<file path="src/rtl/alu_pkg.sv">
// alu_pkg: shared ALU op encodings, flag bit positions and default datapath width
package alu_pkg;
  localparam int DEFAULT_WIDTH = 32;
  localparam logic [1:0] ALU_ADD = 2'b00;
  localparam logic [1:0] ALU_SUB = 2'b01;
  localparam logic [1:0] ALU_AND = 2'b10;
  localparam logic [1:0] ALU_ORR = 2'b11;
  localparam int FLAG_N = 3;
  localparam int FLAG_Z = 2;
  localparam int FLAG_C = 1;
  localparam int FLAG_V = 0;
endpackage

</file>
<file path="src/rtl/rr_arbiter2.sv">
// rr_arbiter2: two-way round-robin grant; prio breaks ties, advance gates the grant
module rr_arbiter2 (
  input  logic [1:0] valid,
  input  logic       prio,
  input  logic       advance,
  output logic [1:0] grant,
  output logic       idx
);
  always_comb begin
    idx = (valid == 2'b11) ? prio : valid[1];
    grant = (advance && valid != 2'b00) ? (2'b01 << idx) : 2'b00;
  end
endmodule

</file>
<file path="src/rtl/alu_arbiter.sv">
// alu_arbiter: shares one combinational ALU between two requesters with a one-entry response buffer
module alu_arbiter
  import alu_pkg::*;
#(
  parameter int WIDTH = DEFAULT_WIDTH,
  parameter logic [3:0] FLAGS_RESET = 4'b0000
) (
  input  logic             clk,
  input  logic             rst_n,
  input  logic [1:0]       req_valid,
  output logic [1:0]       req_ready,
  input  logic [WIDTH-1:0] req0_src_a,
  input  logic [WIDTH-1:0] req0_src_b,
  input  logic [1:0]       req0_ctrl,
  input  logic             req0_set_flags,
  input  logic [WIDTH-1:0] req1_src_a,
  input  logic [WIDTH-1:0] req1_src_b,
  input  logic [1:0]       req1_ctrl,
  input  logic             req1_set_flags,
  output logic [WIDTH-1:0] alu_src_a,
  output logic [WIDTH-1:0] alu_src_b,
  output logic [1:0]       alu_control,
  input  logic [WIDTH-1:0] alu_result,
  input  logic [3:0]       alu_flags,
  output logic             rsp_valid,
  input  logic             rsp_ready,
  output logic             rsp_id,
  output logic [WIDTH-1:0] rsp_result,
  output logic [3:0]       rsp_flags,
  output logic [3:0]       flags
);
  logic prio, idx, can_accept, accept, sel_set_flags;
  logic [1:0] grant;
  assign can_accept = !rsp_valid || rsp_ready;
  assign accept = grant != 2'b00;
  assign req_ready = grant;
  rr_arbiter2 u_arb (
    .valid(req_valid),
    .prio(prio),
    .advance(can_accept),
    .grant(grant),
    .idx(idx)
  );
  always_comb begin
    alu_src_a = !accept ? '0 : idx ? req1_src_a : req0_src_a;
    alu_src_b = !accept ? '0 : idx ? req1_src_b : req0_src_b;
    alu_control = !accept ? ALU_ADD : idx ? req1_ctrl : req0_ctrl;
    sel_set_flags = idx ? req1_set_flags : req0_set_flags;
  end
  // a drain with a simultaneous accept reloads the buffer, keeping rsp_valid high
  always_ff @(posedge clk or negedge rst_n) begin
    if (!rst_n) begin
      rsp_valid <= 1'b0;
      rsp_id <= 1'b0;
      rsp_result <= '0;
      rsp_flags <= 4'b0000;
      flags <= FLAGS_RESET;
      prio <= 1'b0;
    end else if (accept) begin
      rsp_valid <= 1'b1;
      rsp_id <= idx;
      rsp_result <= alu_result;
      rsp_flags <= alu_flags;
      prio <= ~idx;
      if (sel_set_flags) flags <= alu_flags;
    end else if (rsp_ready) begin
      rsp_valid <= 1'b0;
    end
  end
endmodule

</file>
<file path="config.mk">
export PLATFORM = sky130hd
export DESIGN_NAME = alu_arbiter
export DESIGN_NICKNAME = d
export VERILOG_FILES = /design/src/rtl/alu_pkg.sv /design/src/rtl/rr_arbiter2.sv /design/src/rtl/alu_arbiter.sv
export SDC_FILE = /design/constraint.sdc
export NUM_CORES = 1
export LEC_CHECK = 0
export ABC_AREA = 1
export CELL_PAD_IN_SITES_DETAIL_PLACEMENT = 1
export CELL_PAD_IN_SITES_GLOBAL_PLACEMENT = 1
export CORE_ASPECT_RATIO = 0.7
export CORE_MARGIN = 4
export CORE_UTILIZATION = 18
export CTS_CLUSTER_DIAMETER = 120
export DETAILED_ROUTE_END_ITERATION = 16
export GPL_ROUTABILITY_DRIVEN = 0
export GPL_TIMING_DRIVEN = 0
export HOLD_SLACK_MARGIN = 0.15
export PLACE_DENSITY_LB_ADDON = 0.1
export SETUP_SLACK_MARGIN = 0.5
export SLEW_MARGIN = 20
export SYNTH_ARGS = -nofsm -noshare
export SYNTH_HDL_FRONTEND = slang
export SYNTH_SLANG_ARGS = --single-unit
</file>
<file path="constraint.sdc">
create_clock -name clk -period 1.9 [get_ports clk]
set_input_delay 0.285 -clock clk [delete_from_list [all_inputs] [get_ports clk]]
set_output_delay 0.285 -clock clk [all_outputs]
set_load 0.005 [all_outputs]
</file>
# Word level (Yosys, flattened, before mapping)
# Cells that the tools add are included.
totals:
  ff_bits: 43
  inputBits: 175
  output_inout_bits: 110
  word_cells: 27
classes:
  n_eq_ne: 1
  n_shift: 1
  muxes: 11
  bitwise: 1
  reduce_logical: 7
ops:
  columns: ["operator", "count"]
  rows:
  - ["$mux W32", 4]
  - ["$mux W2", 3]
  - ["$reduce_bool A2 Y1", 3]
  - ["$mux W1", 4]
  - ["$eq A2 B2 Y1 const B", 1]
  - ["$reduce_and A2 Y1", 1]
  - ["$shl A1 B1 Y2 const A", 1]
  - ["$logic_and A1 B1 Y1", 1]
  - ["$logic_not A1 Y1", 1]
  - ["$logic_or A1 B1 Y1", 1]
  - ["$not A1 Y1", 1]

# Logic depth before layout (Yosys ltp)
# Gate-level depths: netlist (run 1).
depth:
  word_depth: 6
  mapped_depth: 8
  ltp_nobuf: 7

# Cells and area by module
# From an unflattened synthesis (run 1), not the netlist that was laid out.
hier_totals:
  cells_unflattened: 407
  hier_area_um2: 2512.4
modules_own_cells:
  columns: ["mod", "n_inst", "cells_each", "area_each_um2", "seq_area_each_um2"]
  rows:
  - ["alu_arbiter", 1, 399, 2473.6, 1076.0]
  - ["rr_arbiter2", 1, 8, 38.8, 0.0]

# Least setup slack after synthesis (run 1)
# OpenSTA, ideal clock, no wires.
synth_path:
  kind: "register -> output"
  from: "register prio"
  to: "output alu_src_b[18]"
  arrival_time_ns: 1.062
  required_time_ns: 1.615
  path_slack_ns: 0.553
  stages_incl_launch_ff: 8
  path_buffers: 2
  cell_sequence: "dfrtp_1 -> inv_1 -> nand2_1 -> nand2_2 -> buf_4 -> buf_2 -> o21ai_0 -> nor2_1"
synth_between:
  elab_chain_len: 5
  word_cells_on_any_way: 6
  classes_between: "1 x shift; 4 x mux; 1 x reduce/logical"
synth_lines:
  columns: ["element", "line_no", "text"]
  rows:
  - ["start, declared", "alu_arbiter.sv:32", "logic prio, idx, can_accept, accept, sel_set_flags;"]
  - ["start signal, assigned", "alu_arbiter.sv:64", "prio <= ~idx;"]
  - ["$mux W1 (*)", "rr_arbiter2.sv:10", "idx = (valid == 2'b11) ? prio : valid[1];"]
  - ["$shl A1 B1 Y2", "rr_arbiter2.sv:11", "grant = (advance && valid != 2'b00) ? (2'b01 << idx) : 2'b00;"]
  - ["$mux W2", "rr_arbiter2.sv:11", null]
  - ["$reduce_bool A2 Y1", "alu_arbiter.sv:35", "assign accept = grant != 2'b00;"]
  - ["$mux W32 (*)", "alu_arbiter.sv:46", "alu_src_b = !accept ? '0 : idx ? req1_src_b : req0_src_b;"]
  - ["end, declared", "alu_arbiter.sv:21", "output logic [WIDTH-1:0] alu_src_b,"]
# Mark *: on every way between the ends. The rest lies on a longest branch, timed or not.

# Final worst setup path (run 1)
layout_path:
  from: "register prio"
  to: "output alu_src_b[12]"
# The elaborated chain is that of the path after synthesis.

==> qor.yml, run 1 <==
outcome:
  status: "complete, but fails checks"
  violations: "setup timing"
global_routing:
  grt-ovfl-total: 0
  grt_usage_pct: 18.51
  grt_pass1_vias: 4328
  grt_pass1_wl_um: 24530
  grt_max_degree: 31
  antenna_found_initial: 0
synth:
  muxShareOfSynthArea_pct: 0
  synth_compound_area_share_pct: 13.03
  synthesis.nets: 586
  synth_top_family_by_area: "simple AND/OR/NAND/NOR gates"
  ys_seq_area_share_pct: 40.60
  synth_xor_area_share_pct: 0
  post_synth_num_cell_types: 16
  avgSynthCellArea_um2: 6.448
  synthSimpleGateAreaFrac_pct: 38.43
  syn-instance-count: 411
  yosys.area_share.adder_pct: 0
  ys_ff_latch: 43
  ys_warn_count: 0
  syn_area_um2: 2650
drt:
  drt_iter0_markers: 132
  drt-pass1-iter-count: 4
  post_drt_via_cell_ratio: 4.332
  drc: 0
  wirelength_um: 16230
  vias: 4063
  avgRoutedWirePerCell_um: 17.30
  antenna_left: 0
worst_setup_path:
  start_kind: "flip-flop"
  required_ns: 1.62
  cp_max_fo: 8
  critPathKind: "reg -> out"
  arrival_ns: 1.64
  critPathCaptureType: "output pin"
clocking:
  cts_buffers: 5
  max-clock-path-buffers: 2
  tritoncts: "built"
  numClockSinks: 43
  clock_latency_ns: 0.29
  cts-root-buf: "clkbuf_16"
  htreeDepth: 2
  clk_pin_slew_worst_paths_ns: 0.06
sta:
  slew_violations: 0
  hold_violations: 0
  finalCriticalPeriod_ns: 1.926
  setup_viol: 7
  whs_ns: 0.4013
  fin_skew_ns: 0.004775
  fmax_mhz: 519.3
  slew_headroom_pct: 76.41
  period_share_pct: 101.4
  setup_slack_ns: -0.02569
  rsz0062_at_grt: "true"
  worstMarginPinSlew_ns: 0.3539
  fin_setup_tns_ns: -0.1108
floorplanning:
  die_area_um2: 16760
  initial_core_util_pct: 18.74
  pin_count: 285
  die_height_um: 109.5
  rows: 36
  core_um2: 14140
  die-width_um: 153.0
place:
  dpl-instance-area_um2: 5746
  dp_hpwl_um: 12310
  io_buffers: 284
finish:
  insertedDiodeCount: 0
  design_area_um2: 6850
  fin_nets: 922
  area_growth_syn_to_layout_pct: 158.5
  layout_commonest_cell: "clkdlybuf4s50_1"
  drive_gt1_share_pct: 35.70
  final_cell_mix: "clkdlybuf4s50_1, nor2_1, nand2_1, buf_2, dlygate4sd2_1"
flow_run:
  cap_violations: 0
worst_hold_path:
  hold_path.class: "in -> reg"
power_and_ir_drop:
  vdd_drop_max_v: 0.0003661
  p_leak_uw: 0.003273
  power_density_nw_per_um2: 555.6
## cell usage after synthesis
master	count	share of area, %
inv_1	4	0.57
o21ai_0	64	12
clkbuf_1	5	0.71
inv_2	2	0.28
buf_6	7	3.0
nor2_4	1	0.42
dfrtp_1	43	41
o21ai_1	5	0.94
buf_4	2	0.57
nand3_2	1	0.38
nand2_1	120	17
nand4_1	4	0.94
nand2_2	1	0.24
buf_2	15	2.8
nor2_1	136	19
nand3_1	1	0.19
## path summary, 6_finish.rpt
path	end	slack [ns]	depth (start not counted)	from
worst min-delay path	rsp_valid$_DFFE_PN0P_	0.40	2	rsp_ready
worst max register to register	rsp_result[25]$_DFFE_PN0P_	0.33	11	rsp_valid$_DFFE_PN0P_
worst min register to register	rsp_result[15]$_DFFE_PN0P_	0.47	2	rsp_result[15]$_DFFE_PN0P_
min in group asynchronous	rsp_result[16]$_DFFE_PN0P_	0.44	2	rst_n
max in group asynchronous	rsp_result[6]$_DFFE_PN0P_	0.97	3	rst_n
worst max-delay path	alu_src_b[12]	-0.03	10	prio$_DFFE_PN0P_
## state kept, by name, summed over array words and instances, names as in the netlist
signal	flops
rsp_result	32
prio	1
rsp_valid	1
rsp_flags	4
flags	4
rsp_id	1
## power by group
part           internal [µW]  switching [µW]
sequential              1040            65.8
clock                    560             356
combinational           1020             764
## final cells by class
| class | count | area (µm²) |
|---|---|---|
| Buffer | 29 | 384.1 |
| Clock buffer | 8 | 156.4 |
| Fill cell | 1695 | 7293 |
| Inverter | 6 | 30.03 |
| Multi-Input combinational cell | 333 | 1887 |
| Sequential cell | 43 | 1076 |
| Tap cell | 190 | 237.7 |
| Timing Repair Buffer | 329 | 3079 |
## kinds of logic after synthesis
logic type,count (synthesis)
flops,43
compound gates,69
buf+inv,35
simple gates,264
## per-layer routing
metal	wire length [µm]	GRT usage, %	share of wire, %	vias up
li1	-	-	-	1969
met1	6810	22.52	42	1916
met2	8047	32.60	50	158
met3	1064	5.862	6.6	20
met4	304	3.751	1.9	0
met5	0	0	0	-
## critical path, stage by stage (launching register included)
cell and delay [ns]:
dfrtp_1 0.39, inv_2 0.06, nand2_2 0.07, nand2_4 0.13
inv_6 0.06, buf_12 0.14, buf_12 0.12, buf_16 0.14
nor2_4 0.08, nor2_1 0.04, buf_2 0.12
## stage by stage
step	utilization, %	power [µW]	instances	setup slack (ns)
4_1_cts	45.74	3697	935	-0.04571
3_3_place_gp	40.52	2578	885	-0.7449
5_1_grt	48.43	4052	938	-0.1346
2_1_floorplan	-	1564	411	0.5534
3_5_place_dp	40.62	2614	886	-0.7358
6_report	48.43	3806	938	-0.02569
## what timing repair did
action / 4_1_cts / 5_1_grt
buffers inserted: 29 / 2
endpoints found under the hold margin: 13 / 0
gates resized for setup: 473 / 130
endpoints found under the setup margin: 152 / 110
pin swaps: 34 / 62
hold buffers: 1 / 0
gates cloned: 11 / 1
(Power assumes the default switching activity.)
==> run 2: changes to the inputs <==
SLEW_MARGIN = unset   (was 20)
==> run 2 against run 1 <==
  * Sequential power barely moved
  * Die area did not move
  * Global-route usage fell by 0.092 points
  * Highest routed layer unchanged
  * Largest cell class unchanged
  * Critical path type unchanged
  * Routed wire length fell by 1.7%
  * Sequential share of layout area rose by 0.41 points
  * Critical path depth fell by 1
  * The flow now finishes without violations
  * Non-clock buffer count fell by 8
  * Combinational power fell by 4%
  * Largest power group unchanged
  * Worst hold slack improved by 0.0044 ns
  * Clock power rose by 11%
==> qor.yml, run 2 (synthesis results as in run 1) <==
place:
  dpl-instance-area_um2: 5746
  dp_cells: 886
  io_buffers: 284
  dp_hpwl_um: 12260
clocking:
  numClockSinks: 43
  clk_pin_slew_worst_paths_ns: 0.06
  max-clock-path-buffers: 2
  htreeDepth: 2
  cts_buffers: 5
  clock_latency_ns: 0.29
  tritoncts: "built"
  cts-root-buf: "clkbuf_16"
worst_setup_path:
  critPathMaxStageDelay_ns: 0.36
  required_ns: 1.62
  critPathKind: "reg -> out"
  slowest_stage: "dfrtp_1"
  arrival_ns: 1.59
  crit_chain: "inv_2, nand2_4, nand2_8, inv_6, buf_12, buf_8, nor2_1, nor2_1, clkdlybuf4s15_1"
  critical-path-top-delay-family: "buffers and inverters"
  cpMostUsedCell: "nor2_1"
  start_kind: "flip-flop"
  path_buf_inv: 5
  critPathCaptureType: "output pin"
  cp_max_fo: 8
drt:
  vias: 4023
  drt-pass1-iter-count: 4
  antenna_left: 0
  avgRoutedWirePerCell_um: 17.15
  drc: 0
  drt_iter0_markers: 107
  wirelength_um: 15950
  post_drt_via_cell_ratio: 4.326
finish:
  design_area_um2: 6678
  area_growth_syn_to_layout_pct: 152.0
  post-route-util_pct: 47.21
  largest_reg_flops: 32
  final_cell_mix: "clkdlybuf4s50_1, nor2_1, nand2_1, buf_2, dlygate4sd2_1"
  reg.largest.list: "rsp_result: 32 flops, flags: 4 flops, rsp_flags: 4 flops"
  insertedDiodeCount: 0
  largest_register: "rsp_result"
  fin_cells: 930
  layout_commonest_cell: "clkdlybuf4s50_1"
  fin_nets: 914
  drive_gt1_share_pct: 33.92
worst_hold_path:
  hold_path.class: "in -> reg"
outcome:
  status: "finished clean"
sta:
  slew_violations: 0
  fin_skew_ns: 0.006057
  slew_headroom_pct: 77.71
  setup_viol: 0
  fin_setup_tns_ns: 0
  whs_ns: 0.4057
  hold_violations: 0
  fmax_mhz: 532.4
  period_share_pct: 98.85
  worstMarginPinSlew_ns: 0.3335
  rsz0062_at_grt: "true"
  finalCriticalPeriod_ns: 1.878
global_routing:
  grt_pass1_wl_um: 24380
  grt_max_degree: 32
  antenna_found_initial: 0
  grt-ovfl-total: 0
  grt_usage_pct: 18.42
  grt_pass1_vias: 4247
power_and_ir_drop:
  power_density_nw_per_um2: 574.7
  p_leak_uw: 0.003218
  swShare_pct: 30.51
  power.internal_uw: 2667
  vdd_drop_max_v: 0.0004765
  seqPwrFrac_pct: 28.8
  net-switching-power_uw: 1171
  combPwrFrac_pct: 44.7
  power.share.clock_pct: 26.5
floorplanning:
  die_height_um: 109.5
  pin_count: 285
  core_um2: 14140
  die-width_um: 153.0
  rows: 36
  initial_core_util_pct: 18.74
  die_area_um2: 16760
flow_run:
  cap_violations: 0
-- run 2: cell types whose count changed in the layout (fill, tap and decap cells not counted), sizes merged --
| cell | delta |
|---|---|
| buf | -7 |
| bufbuf | -1 |
| bufinv | +1 |
| clkbuf | +3 |
| clkdlybuf4s15 | -5 |
| clkinv | +1 |
-- run 2: metal layers --
metal  vias up  wire [µm]  share of wire [%]  GRT usage, %
met5         -          0                  0             0
met4         0        343                2.2         4.704
met3        20       1111                7.0         5.980
met2       161       7835                 49         32.44
met1      1896       6659                 42         21.95
li1       1946          -                  -             -
-- run 2: per-stage QoR --
| stage | setup WS [ns] | total power (µW) |
|---|---|---|
| 4_1_cts | -0.02154 | 3742 |
| 2_1_floorplan | 0.5534 | 1564 |
| 3_5_place_dp | -0.7511 | 2613 |
| 5_1_grt | -0.09558 | 4082 |
| 3_3_place_gp | -0.7449 | 2578 |
| 6_report | 0.02178 | 3837 |
-- run 2: path summary, 6_finish.rpt --
check	endpoint	from	depth (start not counted)	slack, ns
setup reg to reg	flags[1]$_DFFE_PN0P_	rsp_valid$_DFFE_PN0P_	12	0.21
hold / removal	rsp_valid$_DFFE_PN0P_	rsp_ready	2	0.41
min in group asynchronous	rsp_result[24]$_DFFE_PN0P_	rst_n	2	0.43
setup / recovery	alu_src_b[22]	prio$_DFFE_PN0P_	9	0.02
max in group asynchronous	rsp_result[8]$_DFFE_PN0P_	rst_n	3	0.99
hold reg to reg	rsp_result[11]$_DFFE_PN0P_	rsp_result[11]$_DFFE_PN0P_	2	0.47
-- run 2: power by group through the flow --
stage	Sequential [µW]	Combinational (µW)	Clock (µW)
2_1_floorplan	1130	435	0
3_3_place_gp	1120	1460	0
3_5_place_dp	1120	1490	0
4_1_cts	1100	1590	1050
5_1_grt	1120	1870	1090
6_report	1100	1710	1020
-- run 2: what timing repair did --
action                                  4_1_cts  5_1_grt
hold buffers                                  1        0
endpoints found under the setup margin      152      110
buffers inserted                             21        6
endpoints found under the hold margin        12        0
gates resized for setup                     462      114
pin swaps                                    32       60
gates cloned                                  7        1
-- run 2: area by class of cell --
cell class / instances / area (µm²)
repair buffers: 321 / 2967
inverters: 6 / 30.03
fillers: 1703 / 7466
multi-input cells: 333 / 1808
clock buffers: 6 / 138.9
flip-flops and latches: 43 / 1076
clock inverters: 2 / 35.03
plain buffers: 29 / 385.4
well taps: 190 / 237.7
